## config.mk

```make
export PLATFORM = sky130hd
export DESIGN_NAME = alu_issue_arbiter_flat
export DESIGN_NICKNAME = d
export VERILOG_FILES = /design/src/rtl/alu_issue_arbiter_if.sv /design/src/rtl/alu_issue_arbiter.sv /design/src/flat_wrapper.sv
export SDC_FILE = /design/constraint.sdc
export NUM_CORES = 1
export LEC_CHECK = 0
export BUFFER_PORTS_ARGS = -buffer_cell sky130_fd_sc_hd__clkbuf_2
export CAP_MARGIN = 10
export CORE_AREA = 2 2 217 219
export DETAILED_ROUTE_END_ITERATION = 7
export DIE_AREA = 0 0 219 221
export PLACE_DENSITY = 0.41
export SLEW_MARGIN = 20
export SYNTH_ARGS = -nofsm -noshare
export SYNTH_HDL_FRONTEND = slang
export SYNTH_SLANG_ARGS = --single-unit
```

## constraint.sdc

```tcl
create_clock -name clk -period 2.3 [get_ports clk]
set_input_delay 0.345 -clock clk [delete_from_list [all_inputs] [get_ports clk]]
set_output_delay 0.345 -clock clk [all_outputs]
set_load 0.01 [all_outputs]
```

## src/rtl/alu_issue_arbiter_if.sv

```systemverilog
// Signal bundle between the two ALU requesters, the shared ALU and the result consumer.
// Handshake: a request transfers on a clock edge where valid and ready are both high; rsp likewise.
`ifndef OPCODE_WIDTH
`define OPCODE_WIDTH 11
`endif
`ifndef ALU_WIDTH
`define ALU_WIDTH 14
`endif

interface alu_issue_arbiter_if #(
    parameter int DWIDTH   = 32,
    parameter int PC_WIDTH = 32,
    parameter int AWIDTH   = 5
);
    logic                     rq0_valid;
    logic                     rq0_ready;
    logic [`OPCODE_WIDTH-1:0] rq0_opcode;
    logic [`ALU_WIDTH-1:0]    rq0_alu;
    logic [DWIDTH-1:0]        rq0_data_rs1;
    logic [DWIDTH-1:0]        rq0_data_rs2;
    logic [DWIDTH-1:0]        rq0_imm;
    logic [PC_WIDTH-1:0]      rq0_pc;
    logic [AWIDTH-1:0]        rq0_addr_rd;

    logic                     rq1_valid;
    logic                     rq1_ready;
    logic [`OPCODE_WIDTH-1:0] rq1_opcode;
    logic [`ALU_WIDTH-1:0]    rq1_alu;
    logic [DWIDTH-1:0]        rq1_data_rs1;
    logic [DWIDTH-1:0]        rq1_data_rs2;
    logic [DWIDTH-1:0]        rq1_imm;
    logic [PC_WIDTH-1:0]      rq1_pc;
    logic [AWIDTH-1:0]        rq1_addr_rd;

    logic [`OPCODE_WIDTH-1:0] ex_o_opcode;
    logic [`ALU_WIDTH-1:0]    ex_o_alu;
    logic [DWIDTH-1:0]        ex_o_data_rs1;
    logic [DWIDTH-1:0]        ex_o_data_rs2;
    logic [DWIDTH-1:0]        ex_o_imm;
    logic [PC_WIDTH-1:0]      ex_o_pc;
    logic [DWIDTH-1:0]        alu_value;

    logic                     flush;
    logic                     rsp_valid;
    logic                     rsp_ready;
    logic                     rsp_id;
    logic [AWIDTH-1:0]        rsp_addr_rd;
    logic [DWIDTH-1:0]        rsp_data;
    logic                     busy;
    // Round-robin preference register, exposed for observation.
    logic                     prio;

    modport master (
        output rq0_valid, rq0_opcode, rq0_alu, rq0_data_rs1, rq0_data_rs2, rq0_imm, rq0_pc, rq0_addr_rd,
        output rq1_valid, rq1_opcode, rq1_alu, rq1_data_rs1, rq1_data_rs2, rq1_imm, rq1_pc, rq1_addr_rd,
        output alu_value, flush, rsp_ready,
        input  rq0_ready, rq1_ready,
        input  ex_o_opcode, ex_o_alu, ex_o_data_rs1, ex_o_data_rs2, ex_o_imm, ex_o_pc,
        input  rsp_valid, rsp_id, rsp_addr_rd, rsp_data, busy, prio
    );

    modport slave (
        input  rq0_valid, rq0_opcode, rq0_alu, rq0_data_rs1, rq0_data_rs2, rq0_imm, rq0_pc, rq0_addr_rd,
        input  rq1_valid, rq1_opcode, rq1_alu, rq1_data_rs1, rq1_data_rs2, rq1_imm, rq1_pc, rq1_addr_rd,
        input  alu_value, flush, rsp_ready,
        output rq0_ready, rq1_ready,
        output ex_o_opcode, ex_o_alu, ex_o_data_rs1, ex_o_data_rs2, ex_o_imm, ex_o_pc,
        output rsp_valid, rsp_id, rsp_addr_rd, rsp_data, busy, prio
    );
endinterface

```

## src/rtl/alu_issue_arbiter.sv

```systemverilog
// Round-robin sharing of one registered ALU between two requesters; the result returns
// one cycle after grant and stalls in place by feeding the ALU a zero op vector.
`ifndef OPCODE_WIDTH
`define OPCODE_WIDTH 11
`endif
`ifndef ALU_WIDTH
`define ALU_WIDTH 14
`endif

module alu_issue_arbiter #(
    parameter int DWIDTH   = 32,
    parameter int PC_WIDTH = 32,
    parameter int AWIDTH   = 5
) (
    input logic               clk,
    input logic               rst,
    alu_issue_arbiter_if.slave bus
);
    logic              prio_q;
    logic              rsp_valid_q;
    logic              rsp_id_q;
    logic [AWIDTH-1:0] rsp_addr_rd_q;

    logic can_issue;
    logic any_req;
    logic winner;
    logic grant;

    logic [`OPCODE_WIDTH-1:0] sel_opcode;
    logic [`ALU_WIDTH-1:0]    sel_alu;
    logic [DWIDTH-1:0]        sel_rs1;
    logic [DWIDTH-1:0]        sel_rs2;
    logic [DWIDTH-1:0]        sel_imm;
    logic [PC_WIDTH-1:0]      sel_pc;
    logic [AWIDTH-1:0]        sel_addr_rd;

    // A held result blocks issue because the ALU output register is the only result storage.
    always_comb begin
        can_issue = !rst && !bus.flush && (!rsp_valid_q || bus.rsp_ready);
        any_req   = bus.rq0_valid || bus.rq1_valid;
        winner    = (bus.rq0_valid && bus.rq1_valid) ? prio_q : bus.rq1_valid;
        grant     = can_issue && any_req;
    end

    always_comb begin
        sel_opcode  = '0;
        sel_alu     = '0;
        sel_rs1     = '0;
        sel_rs2     = '0;
        sel_imm     = '0;
        sel_pc      = '0;
        sel_addr_rd = '0;
        if (grant) begin
            if (winner) begin
                sel_opcode  = bus.rq1_opcode;
                sel_alu     = bus.rq1_alu;
                sel_rs1     = bus.rq1_data_rs1;
                sel_rs2     = bus.rq1_data_rs2;
                sel_imm     = bus.rq1_imm;
                sel_pc      = bus.rq1_pc;
                sel_addr_rd = bus.rq1_addr_rd;
            end else begin
                sel_opcode  = bus.rq0_opcode;
                sel_alu     = bus.rq0_alu;
                sel_rs1     = bus.rq0_data_rs1;
                sel_rs2     = bus.rq0_data_rs2;
                sel_imm     = bus.rq0_imm;
                sel_pc      = bus.rq0_pc;
                sel_addr_rd = bus.rq0_addr_rd;
            end
        end
    end

    assign bus.rq0_ready     = grant && !winner;
    assign bus.rq1_ready     = grant && winner;
    assign bus.ex_o_opcode   = sel_opcode;
    assign bus.ex_o_alu      = sel_alu;
    assign bus.ex_o_data_rs1 = sel_rs1;
    assign bus.ex_o_data_rs2 = sel_rs2;
    assign bus.ex_o_imm      = sel_imm;
    assign bus.ex_o_pc       = sel_pc;

    assign bus.rsp_valid   = rsp_valid_q;
    assign bus.rsp_id      = rsp_id_q;
    assign bus.rsp_addr_rd = rsp_addr_rd_q;
    assign bus.rsp_data    = bus.alu_value;
    assign bus.busy        = rsp_valid_q;
    assign bus.prio        = prio_q;

    always_ff @(posedge clk) begin
        if (rst) begin
            rsp_valid_q   <= 1'b0;
            rsp_id_q      <= 1'b0;
            rsp_addr_rd_q <= '0;
            prio_q        <= 1'b0;
        end else if (grant) begin
            rsp_valid_q   <= 1'b1;
            rsp_id_q      <= winner;
            rsp_addr_rd_q <= sel_addr_rd;
            prio_q        <= !winner;
        end else if (bus.rsp_ready || bus.flush) begin
            rsp_valid_q <= 1'b0;
        end
    end
endmodule

```

## src/flat_wrapper.sv

```systemverilog
// flat-port wrapper written by rule: the top's interface ports become plain ports
module alu_issue_arbiter_flat 
#(
    parameter int DWIDTH   = 32,
    parameter int PC_WIDTH = 32,
    parameter int AWIDTH   = 5
)
  (clk, rst, bus_rq0_valid, bus_rq0_opcode, bus_rq0_alu, bus_rq0_data_rs1, bus_rq0_data_rs2, bus_rq0_imm, bus_rq0_pc, bus_rq0_addr_rd, bus_rq1_valid, bus_rq1_opcode, bus_rq1_alu, bus_rq1_data_rs1, bus_rq1_data_rs2, bus_rq1_imm, bus_rq1_pc, bus_rq1_addr_rd, bus_alu_value, bus_flush, bus_rsp_ready, bus_rq0_ready, bus_rq1_ready, bus_ex_o_opcode, bus_ex_o_alu, bus_ex_o_data_rs1, bus_ex_o_data_rs2, bus_ex_o_imm, bus_ex_o_pc, bus_rsp_valid, bus_rsp_id, bus_rsp_addr_rd, bus_rsp_data, bus_busy, bus_prio);
  alu_issue_arbiter_if #(.DWIDTH(DWIDTH), .PC_WIDTH(PC_WIDTH), .AWIDTH(AWIDTH)) bus_i ();
  input logic clk;
  input logic rst;
  input wire logic [$bits(bus_i.rq0_valid)-1:0] bus_rq0_valid;
  input wire logic [$bits(bus_i.rq0_opcode)-1:0] bus_rq0_opcode;
  input wire logic [$bits(bus_i.rq0_alu)-1:0] bus_rq0_alu;
  input wire logic [$bits(bus_i.rq0_data_rs1)-1:0] bus_rq0_data_rs1;
  input wire logic [$bits(bus_i.rq0_data_rs2)-1:0] bus_rq0_data_rs2;
  input wire logic [$bits(bus_i.rq0_imm)-1:0] bus_rq0_imm;
  input wire logic [$bits(bus_i.rq0_pc)-1:0] bus_rq0_pc;
  input wire logic [$bits(bus_i.rq0_addr_rd)-1:0] bus_rq0_addr_rd;
  input wire logic [$bits(bus_i.rq1_valid)-1:0] bus_rq1_valid;
  input wire logic [$bits(bus_i.rq1_opcode)-1:0] bus_rq1_opcode;
  input wire logic [$bits(bus_i.rq1_alu)-1:0] bus_rq1_alu;
  input wire logic [$bits(bus_i.rq1_data_rs1)-1:0] bus_rq1_data_rs1;
  input wire logic [$bits(bus_i.rq1_data_rs2)-1:0] bus_rq1_data_rs2;
  input wire logic [$bits(bus_i.rq1_imm)-1:0] bus_rq1_imm;
  input wire logic [$bits(bus_i.rq1_pc)-1:0] bus_rq1_pc;
  input wire logic [$bits(bus_i.rq1_addr_rd)-1:0] bus_rq1_addr_rd;
  input wire logic [$bits(bus_i.alu_value)-1:0] bus_alu_value;
  input wire logic [$bits(bus_i.flush)-1:0] bus_flush;
  input wire logic [$bits(bus_i.rsp_ready)-1:0] bus_rsp_ready;
  output wire logic [$bits(bus_i.rq0_ready)-1:0] bus_rq0_ready;
  output wire logic [$bits(bus_i.rq1_ready)-1:0] bus_rq1_ready;
  output wire logic [$bits(bus_i.ex_o_opcode)-1:0] bus_ex_o_opcode;
  output wire logic [$bits(bus_i.ex_o_alu)-1:0] bus_ex_o_alu;
  output wire logic [$bits(bus_i.ex_o_data_rs1)-1:0] bus_ex_o_data_rs1;
  output wire logic [$bits(bus_i.ex_o_data_rs2)-1:0] bus_ex_o_data_rs2;
  output wire logic [$bits(bus_i.ex_o_imm)-1:0] bus_ex_o_imm;
  output wire logic [$bits(bus_i.ex_o_pc)-1:0] bus_ex_o_pc;
  output wire logic [$bits(bus_i.rsp_valid)-1:0] bus_rsp_valid;
  output wire logic [$bits(bus_i.rsp_id)-1:0] bus_rsp_id;
  output wire logic [$bits(bus_i.rsp_addr_rd)-1:0] bus_rsp_addr_rd;
  output wire logic [$bits(bus_i.rsp_data)-1:0] bus_rsp_data;
  output wire logic [$bits(bus_i.busy)-1:0] bus_busy;
  output wire logic [$bits(bus_i.prio)-1:0] bus_prio;
  assign bus_i.rq0_valid = bus_rq0_valid;
  assign bus_i.rq0_opcode = bus_rq0_opcode;
  assign bus_i.rq0_alu = bus_rq0_alu;
  assign bus_i.rq0_data_rs1 = bus_rq0_data_rs1;
  assign bus_i.rq0_data_rs2 = bus_rq0_data_rs2;
  assign bus_i.rq0_imm = bus_rq0_imm;
  assign bus_i.rq0_pc = bus_rq0_pc;
  assign bus_i.rq0_addr_rd = bus_rq0_addr_rd;
  assign bus_i.rq1_valid = bus_rq1_valid;
  assign bus_i.rq1_opcode = bus_rq1_opcode;
  assign bus_i.rq1_alu = bus_rq1_alu;
  assign bus_i.rq1_data_rs1 = bus_rq1_data_rs1;
  assign bus_i.rq1_data_rs2 = bus_rq1_data_rs2;
  assign bus_i.rq1_imm = bus_rq1_imm;
  assign bus_i.rq1_pc = bus_rq1_pc;
  assign bus_i.rq1_addr_rd = bus_rq1_addr_rd;
  assign bus_i.alu_value = bus_alu_value;
  assign bus_i.flush = bus_flush;
  assign bus_i.rsp_ready = bus_rsp_ready;
  assign bus_rq0_ready = bus_i.rq0_ready;
  assign bus_rq1_ready = bus_i.rq1_ready;
  assign bus_ex_o_opcode = bus_i.ex_o_opcode;
  assign bus_ex_o_alu = bus_i.ex_o_alu;
  assign bus_ex_o_data_rs1 = bus_i.ex_o_data_rs1;
  assign bus_ex_o_data_rs2 = bus_i.ex_o_data_rs2;
  assign bus_ex_o_imm = bus_i.ex_o_imm;
  assign bus_ex_o_pc = bus_i.ex_o_pc;
  assign bus_rsp_valid = bus_i.rsp_valid;
  assign bus_rsp_id = bus_i.rsp_id;
  assign bus_rsp_addr_rd = bus_i.rsp_addr_rd;
  assign bus_rsp_data = bus_i.rsp_data;
  assign bus_busy = bus_i.busy;
  assign bus_prio = bus_i.prio;
  alu_issue_arbiter #(.DWIDTH(DWIDTH), .PC_WIDTH(PC_WIDTH), .AWIDTH(AWIDTH)) u_core (.clk(clk), .rst(rst), .bus(bus_i));
endmodule
```

**Yosys cells after proc, flatten, opt, wreduce, memory -nomap -nowiden**

Cells that the tools add are included.

- Bits in read-only memories: 0
- Bits in latches: 0
- Register bits: 8
- Memories: 0
- Output and inout bits: 196
- Bits in writable memories: 0

- Order comparisons: 0
- Eq/ne operators: 0
- Reduce and logical (&&, ||, !) cells: 14
- Divide/modulo/power cells: 0
- $add $sub $neg: 0
- Shifts and indexed selects: 0
- Multipliers: 0
- Muxes and demuxes: 16
- Bitwise logic cells: 0

Operators by type and width:

| kind | number |
|---|---|
| 2-to-1 mux 32 bit | 8 |
| 2-to-1 mux 14 bit | 2 |
| 2-to-1 mux 11 bit | 2 |
| logical AND 1 bit | 6 |
| 2-to-1 mux 5 bit | 1 |
| zero test 1 bit | 4 |
| logical OR 1 bit | 3 |
| 2-to-1 mux 1 bit | 3 |
| nonzero test 2 bit | 1 |

**Depth between registers and ports, before layout**

Gate-level depths: netlist of the first run.

- Word-level depth: 5
- Gate-level depth with buffers: 8
- Gate-level depth less buffers: 3

**Least setup slack after synthesis of the first run**

OpenSTA, ideal clock, no wires.

- Path kind: register to output
- Start: register u_core.prio_q (netlist: u_core.bus.prio)
- End: output bus_ex_o_data_rs1[25]
- Data required time: 1,955 ps
- Cell stages (with the launch flop): 7
- Path buffers: 3
- Setup slack: 549 ps
- Arrival time: 1,406 ps
- Path through: dfxtp_1 -> nand2b_1 -> buf_2 -> buf_2 -> buf_1 -> nand3_1 -> a21oi_1

- Cells in the longest elaborated chain, start to end: 3

RTL lines:

| element | RTL line | text |
|---|---|---|
| start, declared | alu_issue_arbiter.sv:19 | `logic prio_q;` |
| start signal, assigned | alu_issue_arbiter.sv:100 | `prio_q <= !winner;` |
| 2-to-1 mux 1 bit | alu_issue_arbiter.sv:41 | `winner = (bus.rq0_valid && bus.rq1_valid) ? prio_q : bus.rq1_valid;` |
| 2-to-1 mux 32 bit | alu_issue_arbiter.sv:54 | `if (winner) begin` |
| 2-to-1 mux 32 bit | alu_issue_arbiter.sv:53 | `if (grant) begin` |
| end, declared | flat_wrapper.sv:35 | `output wire logic [$bits(bus_i.ex_o_data_rs1)-1:0] bus_ex_o_data_rs1;` |

No other way between the ends.

**Worst setup path after layout of the first run**

Same ends and word-level chain as after synthesis.

==> reports/metrics.yaml, run 1 <==
status: "finished, final reports clean"
p_leak_nw: 3.091
ys_async_sr_fraction_pct: 0
clkSinkCount: 8
cts_buffer_depth: 2
gp_congestion: 0.8558
setup-tns-final_ns: 0
yosys_warnings: 0
holdWs_ns: 0.3915
hold_path_class: "in -> reg"
crit_fanout: 76
drt-pass1-iter-count: 5
p_seq_share_pct: 9.8
grt_pass1_vias: 5918
min_period_over_period_pct: 93.84
ant_nets: 0
ys_ff_latch: 8
grt_start_max_net_pins: 90
comb_power_share_pct: 71.9
die_y_um: 221
drt-vias-per-instance: 3.879
intPower_w: 0.0008673
grt_usage_pct: 9.103
row_count: 79
final_hold_viol_count: 0
synth_fp_nets: 983
wl_per_cell_um: 15.01
hpwl_um: 20270
num_vias: 6377
grt.overflow.total: 0
vdd_drop_max_mv: 0.1981
nFillCells: 5368
p_switching_w: 0.0007318
rsz0062_at_grt: "false"
coreArea_um2: 46060
criticalPathCategory: "reg -> out"
clk-insertion-delay-late_ns: 0.23
mostFrequentLayoutCells: "484 x clkbuf_2, 158 x nand3_1, 155 x o21ai_0"
cp-start-kind: "register"
min_path_cells: 3
cts_root_buf: "clkbuf_16"
final_common_cell: "clkbuf_2"
synthCells: 629
io_buffers: 485
synthFlopType: "dfxtp_1"
htreeDepth: 1
io_pins: 550
finalClockSkew_ns: 0.003720
cap_violations: 0
p_clk_share_pct: 18.4
fmax_mhz: 463.3
slew-limit-headroom_pct: 67.25
worstRegToRegCells: 4
syn_to_final_growth_pct: 84.88
swShare_pct: 45.76
antenna_found_initial: 1
drc: 0
avgSynthCellArea_um2: 5.761
dieWidth_um: 219
grt_pass1_wl_um: 34410
synth_edf_count: 0
maxSlewViolCount: 0
multi_input_area_um2: 2765
start_util_pct: 7.867
nets: 1392
synth_area_um2: 3623
netlist-cell-type-count: 28
cts_hold_buf: 0
cts_tree: "yes"
critPathCaptureType: "primary output"
cts_made_buffers: 3
required_ns: 1.96
worst_pin_slew_ns: 0.4913
dieArea_um2: 48400
wirelength_um: 24680
layout.area.seq_um2: 160.2
powerDensity_nw_per_um2: 238.7
clk_pin_slew_worst_paths_ns: 0.04
period_minus_slack_ns: 2.158
drtIter0Drc: 332
layout-drive-gt1-share_pct: 57.63
yosysSeqAreaShare_pct: 4.420
cp.arrival_ns: 1.81
setup_violations: 0
[repair_timing]
item	CTS	global route
setup buffers	0	0
gates resized for setup	0	1
setup endpoints to repair	0	2
[kinds of logic (layout without fill, tap and decap cells)]
kind of cell,Yosys count,after routing,synth area share (%)
AOI/OAI and AO/OA,326,326,52.24
and+or+nand+nor,167,167,23.58
buffers and inverters,128,535,19.75
DFF,8,8,4.420
other,0,1,0
[registers in the layout, indices dropped and copies added (netlist names)]
signal	count
u_core.bus.rsp_id	1
u_core.bus.rsp_addr_rd	5
u_core.bus.busy	1
u_core.bus.prio	1
[cells in the mapped netlist, types with 2 or more instances]
cell type,instances,area share [%]
o21ai_1,3,0.41
dfxtp_1,8,4.4
buf_2,13,1.8
buf_4,34,7.0
clkbuf_1,64,6.6
a31oi_1,5,0.86
buf_8,6,2.5
nand2b_1,2,0.35
nand3_1,158,22
buf_1,3,0.31
a311oi_1,5,1.2
a21oi_1,95,13
a21oi_2,60,15
o21ai_0,155,21
inv_1,3,0.31
buf_6,3,0.93
[per-stage QoR]
step | setup slack, ns | instances | utilization (%) | area [um^2] | power (W)
after global routing | 0.04717 | 1643 | 14.54 | 6696 | 0.001730
after floorplan | 0.5494 | 629 | - | 3623 | 0.0007715
after detailed placement | 0.2321 | 1640 | 14.37 | 6618 | 0.001316
after global placement | 0.2109 | 1640 | 14.37 | 6618 | 0.001321
after CTS | 0.03908 | 1643 | 14.53 | 6693 | 0.001620
final | 0.1418 | 1644 | 14.54 | 6699 | 0.001599
[worst max-delay path, cell delays in order (launching register included)]
cell	delay (ns)
dfxtp_1	0.34
and2b_4	0.30
buf_12	0.22
o21ai_0	0.13
a21oi_1	0.29
clkbuf_2	0.19
[layout make-up]
cell class / count / share of cell area [%]
timing repair buffer: 528 / 43.57
multi-input combinational: 493 / 41.28
tap: 607 / 11.34
sequential: 8 / 2.391
clock buffer: 3 / 1.121
inverter: 4 / 0.2615
antenna: 1 / 0.03736
[power by group through the flow]
stage	Clock, W	Combinational, W	Sequential, W
2_1_floorplan	0	0.000613	0.000159
3_3_place_gp	0	0.00116	0.000159
3_5_place_dp	0	0.00116	0.000159
4_1_cts	0.000301	0.00116	0.000157
5_1_grt	0.000312	0.00126	0.000158
6_report	0.000294	0.00115	0.000156
[metal layers]
layer / share of wire (%) / track usage (%) / vias to the layer above
li1: - / - / 3084
met1: 38 / 10.35 / 2860
met2: 49 / 16.46 / 381
met3: 9.7 / 2.089 / 50
met4: 3.4 / 3.226 / 2
met5: 0.032 / 0 / -
[worst paths after layout]
check                                                from                         to  slack (ns)
worst max-delay path                      u_core.bus.prio      bus_ex_o_data_rs1[25]        0.14
worst min-delay path                   bus_rq0_addr_rd[3]  u_core.bus.rsp_addr_rd[3]        0.39
worst max register to register            u_core.bus.prio            u_core.bus.prio        0.79
worst min register to register  u_core.bus.rsp_addr_rd[1]  u_core.bus.rsp_addr_rd[1]        0.56
(Power assumes the default switching activity.)
==> inputs of run 2 (changes only) <==
--- a/config.mk
+++ b/config.mk
@@ -12,2 +12,3 @@
 export DIE_AREA = 0 0 219 221
+export HOLD_SLACK_MARGIN = 0.06
 export PLACE_DENSITY = 0.41
--- a/constraint.sdc
+++ b/constraint.sdc
@@ -3,2 +3,2 @@
 set_output_delay 0.345 -clock clk [all_outputs]
-set_load 0.01 [all_outputs]
+set_load 0.05 [all_outputs]
==> reports/metrics.yaml, run 2 (synthesis results as in run 1) <==
nets: 1398
crit_fanout: 38
nFillCells: 5222
cp-start-kind: "register"
stdcell_area_um2: 8767
drt-vias-per-instance: 3.895
maxSlewViolCount: 0
cp.arrival_ns: 1.86
finalClockSkew_ns: 0.001211
cap_violations: 0
num_vias: 6427
grt_pass1_wl_um: 35910
worst-path-buf-inv: 3
vdd_drop_max_mv: 0.2064
die_y_um: 221
dieWidth_um: 219
start_util_pct: 7.867
critPathCaptureType: "primary output"
r2r_slack_ns: 0.84
row_count: 79
final_hold_viol_count: 0
hold_path_class: "in -> reg"
period_minus_slack_ns: 2.208
dpl_cell_area_um2: 8685
reg2reg_from: "u_core.bus.prio"
worstRegToRegCells: 5
drc: 0
slowest_delay_ns: 0.32
cts_buffer_depth: 2
clkSinkCount: 8
wl_per_cell_um: 14.89
powerDensity_nw_per_um2: 267.0
cts_root_buf: "clkbuf_16"
final_common_cell: "clkbuf_2"
antenna_found_initial: 1
grt_usage_pct: 9.277
p_leak_nw: 3.462
utilization_pct: 19.03
hold_path_startpoint: "bus_rq0_addr_rd[3]"
grt_start_max_net_pins: 86
rsz0062_at_grt: "false"
grt_pass1_vias: 6476
cts_tree: "yes"
slowest_stage: "dfxtp_1"
status: "finished, final reports clean"
htreeDepth: 1
syn_to_final_growth_pct: 142.0
io_pins: 550
worst_pin_slew_ns: 0.6810
mostFrequentLayoutCells: "413 x clkbuf_2, 158 x nand3_1, 155 x o21ai_0"
wirelength_um: 24570
min_path_cells: 3
crit_path_cell_trace: "and2b_4 -> buf_12 -> buf_4 -> o21ai_0 -> a21oi_4 -> clkbuf_2"
grt.overflow.total: 0
layout-drive-gt1-share_pct: 66.31
largest_reg_flops: 5
clk-insertion-delay-late_ns: 0.23
gp_congestion: 0.7663
required_ns: 1.96
drt-pass1-iter-count: 4
cp_top_family: "buffers and inverters"
cts_made_buffers: 3
criticalPathCategory: "reg -> out"
coreArea_um2: 46060
min_to: "u_core.bus.rsp_addr_rd[3]"
slew-limit-headroom_pct: 54.12
dieArea_um2: 48400
post_cts_buffers: 0
fmax_mhz: 453.0
setup_violations: 0
worstReg2RegEnd: "u_core.bus.prio"
clk_pin_slew_worst_paths_ns: 0.04
setup-tns-final_ns: 0
min_period_over_period_pct: 95.98
io_buffers: 485
hpwl_um: 20570
drtIter0Drc: 175
ant_nets: 0
==> run 2: cell count changes in the layout (fill, tap and decap cells not counted) <==
cell      previous run  this run
a21oi_2             60        58
a21oi_4              0        90
buf_4               30        29
buf_6                1         0
buf_12              13        82
a21oi_1             95         7
buf_2                0         8
clkbuf_2           484       413
clkbuf_4             0         2
==> run 2: worst max-delay path by stage <==
| stage | start | to | slack, ns | cells after the start |
|---|---|---|---|---|
| floorplan | u_core.bus.prio | bus_ex_o_data_rs1[2] | -0.13 | 5 |
| global placement | bus_rq0_valid | bus_ex_o_pc[2] | 0.21 | 7 |
| detailed placement | bus_rq0_valid | bus_ex_o_pc[17] | 0.19 | 7 |
| CTS | u_core.bus.prio | bus_ex_o_pc[17] | 0.07 | 6 |
| global route | u_core.bus.prio | bus_ex_o_imm[8] | 0.001 | 6 |
| finish | u_core.bus.prio | bus_ex_o_imm[18] | 0.09 | 6 |
==> run 2: repair_timing <==
item | CTS | global route
hold buffers | 0 | 0
setup endpoints to repair | 0 | 10
gates resized for setup | 0 | 12
==> run 2: per-layer routing <==
metal | track usage, % | vias to the layer above | wire length, um
met5 | 0 | - | 0
met4 | 2.507 | 0 | 629
met3 | 1.924 | 34 | 2142
met2 | 17.57 | 341 | 12430
met1 | 10.32 | 2959 | 9361
li1 | - | 3093 | -
==> run 2: cell type report <==
| cell class | instances | area, um^2 | share of cell area (%) |
|---|---|---|---|
| antenna | 1 | 2.502 | 0.02854 |
| timing repair buffer | 534 | 3981 | 45.41 |
| clock buffer | 3 | 75.07 | 0.8563 |
| inverter | 4 | 17.52 | 0.1998 |
| tap | 607 | 759.5 | 8.663 |
| multi-input combinational | 493 | 3771 | 43.01 |
| sequential | 8 | 160.2 | 1.827 |
==> run 2: through the flow <==
| stage | power [W] | cells | setup slack, ns | hold WS [ns] |
|---|---|---|---|---|
| detailed placement | 0.002067 | 1646 | 0.1939 | 0.5347 |
| global route | 0.002476 | 1649 | 0.001452 | 0.4264 |
| finish | 0.002341 | 1650 | 0.09236 | 0.3872 |
| floorplan | 0.001425 | 629 | -0.1330 | 0.5260 |
| CTS | 0.002367 | 1649 | 0.06982 | 0.3843 |
| global placement | 0.002061 | 1646 | 0.2111 | 0.5241 |
==> run 2: power by group <==
group	switching, W	leakage, nW	internal [W]
Clock	0.0000669	0.0370	0.000224
Combinational	0.00119	3.36	0.000707
Sequential	0.00000691	0.0657	0.000148
==> run 2: tightest hold or removal path: cells and delay by family <==
| family | cells | cell delay (ns) |
|---|---|---|
| buf+inv | 1 | 0.08 |
| compound gates | 2 | 0.14 |
==> inputs of run 3 (changes only) <==
ABC_CLOCK_PERIOD_IN_PS = 2300   (was unset)
PLACE_DENSITY = unset   (was 0.41)
==> reports/metrics.yaml, run 3 (synthesis results as in run 1) <==
status: "finished, final reports clean"
worst_pin_slew_ns: 0.6244
required_ns: 1.96
cts_root_buf: "clkbuf_16"
vdd_drop_max_mv: 0.2214
hold_path_class: "in -> reg"
worstReg2RegEnd: "u_core.bus.rsp_addr_rd[1]"
critPathCaptureType: "primary output"
nFillCells: 5103
ant_nets: 0
reg2reg_from: "u_core.bus.prio"
crit_fanout: 44
grt_usage_pct: 8.990
p_total_w: 0.002365
setup_violations: 0
holdWs_ns: 0.3902
crit_path_cell_trace: "and2b_4 -> buf_12 -> o21ai_0 -> a21oi_4 -> buf_12"
slew-limit-headroom_pct: 57.94
rsz0062_at_grt: "false"
largest_reg_flops: 5
drc: 0
wl_met1_um: 8930
slowest_delay_ns: 0.54
hold_path_startpoint: "bus_rq0_addr_rd[2]"
min_path_cells: 3
layout-drive-gt1-share_pct: 66.44
slowest_stage: "o21ai_0"
clkSinkCount: 8
start_util_pct: 7.867
maxSlewViolCount: 0
layout.area.seq_um2: 160.2
grt_start_max_net_pins: 82
finalClockSkew_ns: 0.002088
drt-vias-per-instance: 3.927
cts_buffer_depth: 2
num_vias: 6472
mostFrequentLayoutCells: "394 x clkbuf_2, 158 x nand3_1, 152 x o21ai_0"
wl_met3_um: 2275
powerDensity_nw_per_um2: 265.4
grt_pass1_wl_um: 34520
cts_hold_buf: 0
fmax_mhz: 447.4
r2r_slack_ns: 0.83
htreeDepth: 1
dieArea_um2: 48400
wl_per_cell_um: 14.50
antenna_found_initial: 2
period_minus_slack_ns: 2.235
drtIter0Drc: 213
syn_to_final_growth_pct: 145.9
final_common_cell: "clkbuf_2"
hpwl_um: 20220
top_layer_used: "met4"
cts_made_buffers: 3
criticalPathCategory: "reg -> out"
io_pins: 550
io_buffers: 485
wirelength_um: 23900
cp-start-kind: "register"
multi_input_area_um2: 3779
dr_wl_met2_um: 12080
grt.overflow.total: 0
clk-insertion-delay-late_ns: 0.23
p_leak_nw: 3.480
worstRegToRegCells: 4
grt_pass1_vias: 6278
nets: 1396
row_count: 79
final_hold_viol_count: 0
die_y_um: 221
startpoint: "u_core.bus.prio"
drt-pass1-iter-count: 4
cap_violations: 0
gp_congestion: 0.8404
cpMostUsedCell: "buf_12"
min_to: "u_core.bus.rsp_addr_rd[2]"
dieWidth_um: 219
min_period_over_period_pct: 97.17
coreArea_um2: 46060
cts_tree: "yes"
utilization_pct: 19.35
cp.arrival_ns: 1.89
clk_pin_slew_worst_paths_ns: 0.04
-- run 3: cell types whose count changed in the layout (fill, tap and decap cells not counted), sizes merged --
cell / previous run / this run
buf: 119 / 121
clkbuf: 418 / 414
-- run 3: area by class of cell --
type,count,share of cell area [%]
inverter,4,0.1966
clock buffer,3,0.8425
sequential,8,1.797
timing repair buffer,532,46.21
antenna,1,0.02808
tap,607,8.523
multi-input combinational,493,42.40
-- run 3: per-layer routing --
layer | vias to the layer above | track usage [%]
met3 | 32 | 2.021
met5 | - | 0
met2 | 382 | 17.08
li1 | 3091 | -
met1 | 2967 | 9.916
met4 | 0 | 2.289
-- run 3: how the worst max path moves through the flow --
stage / to / slack, ns / depth (start not counted)
2_1_floorplan: bus_ex_o_data_rs1[2] / -0.13 / 5
3_3_place_gp: bus_ex_o_pc[4] / -0.45 / 6
3_5_place_dp: bus_ex_o_pc[6] / -0.13 / 6
4_1_cts: bus_ex_o_pc[6] / 0.02 / 5
5_1_grt: bus_ex_o_pc[4] / 0.002 / 5
6_report: bus_ex_o_imm[2] / 0.07 / 5
-- run 3: metrics by stage --
| stage | TNS [ns] | cells | worst slack [ns] | instance area, um^2 |
|---|---|---|---|---|
| 6_report | 0 | 1648 | 0.06504 | 8911 |
| 2_1_floorplan | -1.386 | 629 | -0.1330 | 4629 |
| 3_3_place_gp | -0.6523 | 1644 | -0.4458 | 8765 |
| 4_1_cts | 0 | 1647 | 0.01784 | 8843 |
| 3_5_place_dp | -0.1802 | 1644 | -0.1296 | 8765 |
| 5_1_grt | 0 | 1647 | 0.002268 | 8909 |
-- run 3: timing repair --
item	4_1_cts	5_1_grt
buffers inserted	0	0
gates cloned	0	0
resized for setup	2	44
setup endpoints to repair	2	29
-- run 3: power by group --
part | total [W] | internal [W] | switching [W]
clock | 0.000297 | 0.000225 | 0.0000720
sequential | 0.000154 | 0.000148 | 0.00000613
combinational | 0.00191 | 0.000721 | 0.00119
total | 0.00237 | 0.00109 | 0.00127
-- run 3: worst max-delay path, delay by kind of cell, from the launching register on --
kind | cells | cell delay, ns
AND/OR/NAND/NOR | 1 | 0.23
flip-flops | 1 | 0.37
buffers and inverters | 2 | 0.33
AO/OA/AOI/OAI | 2 | 0.67
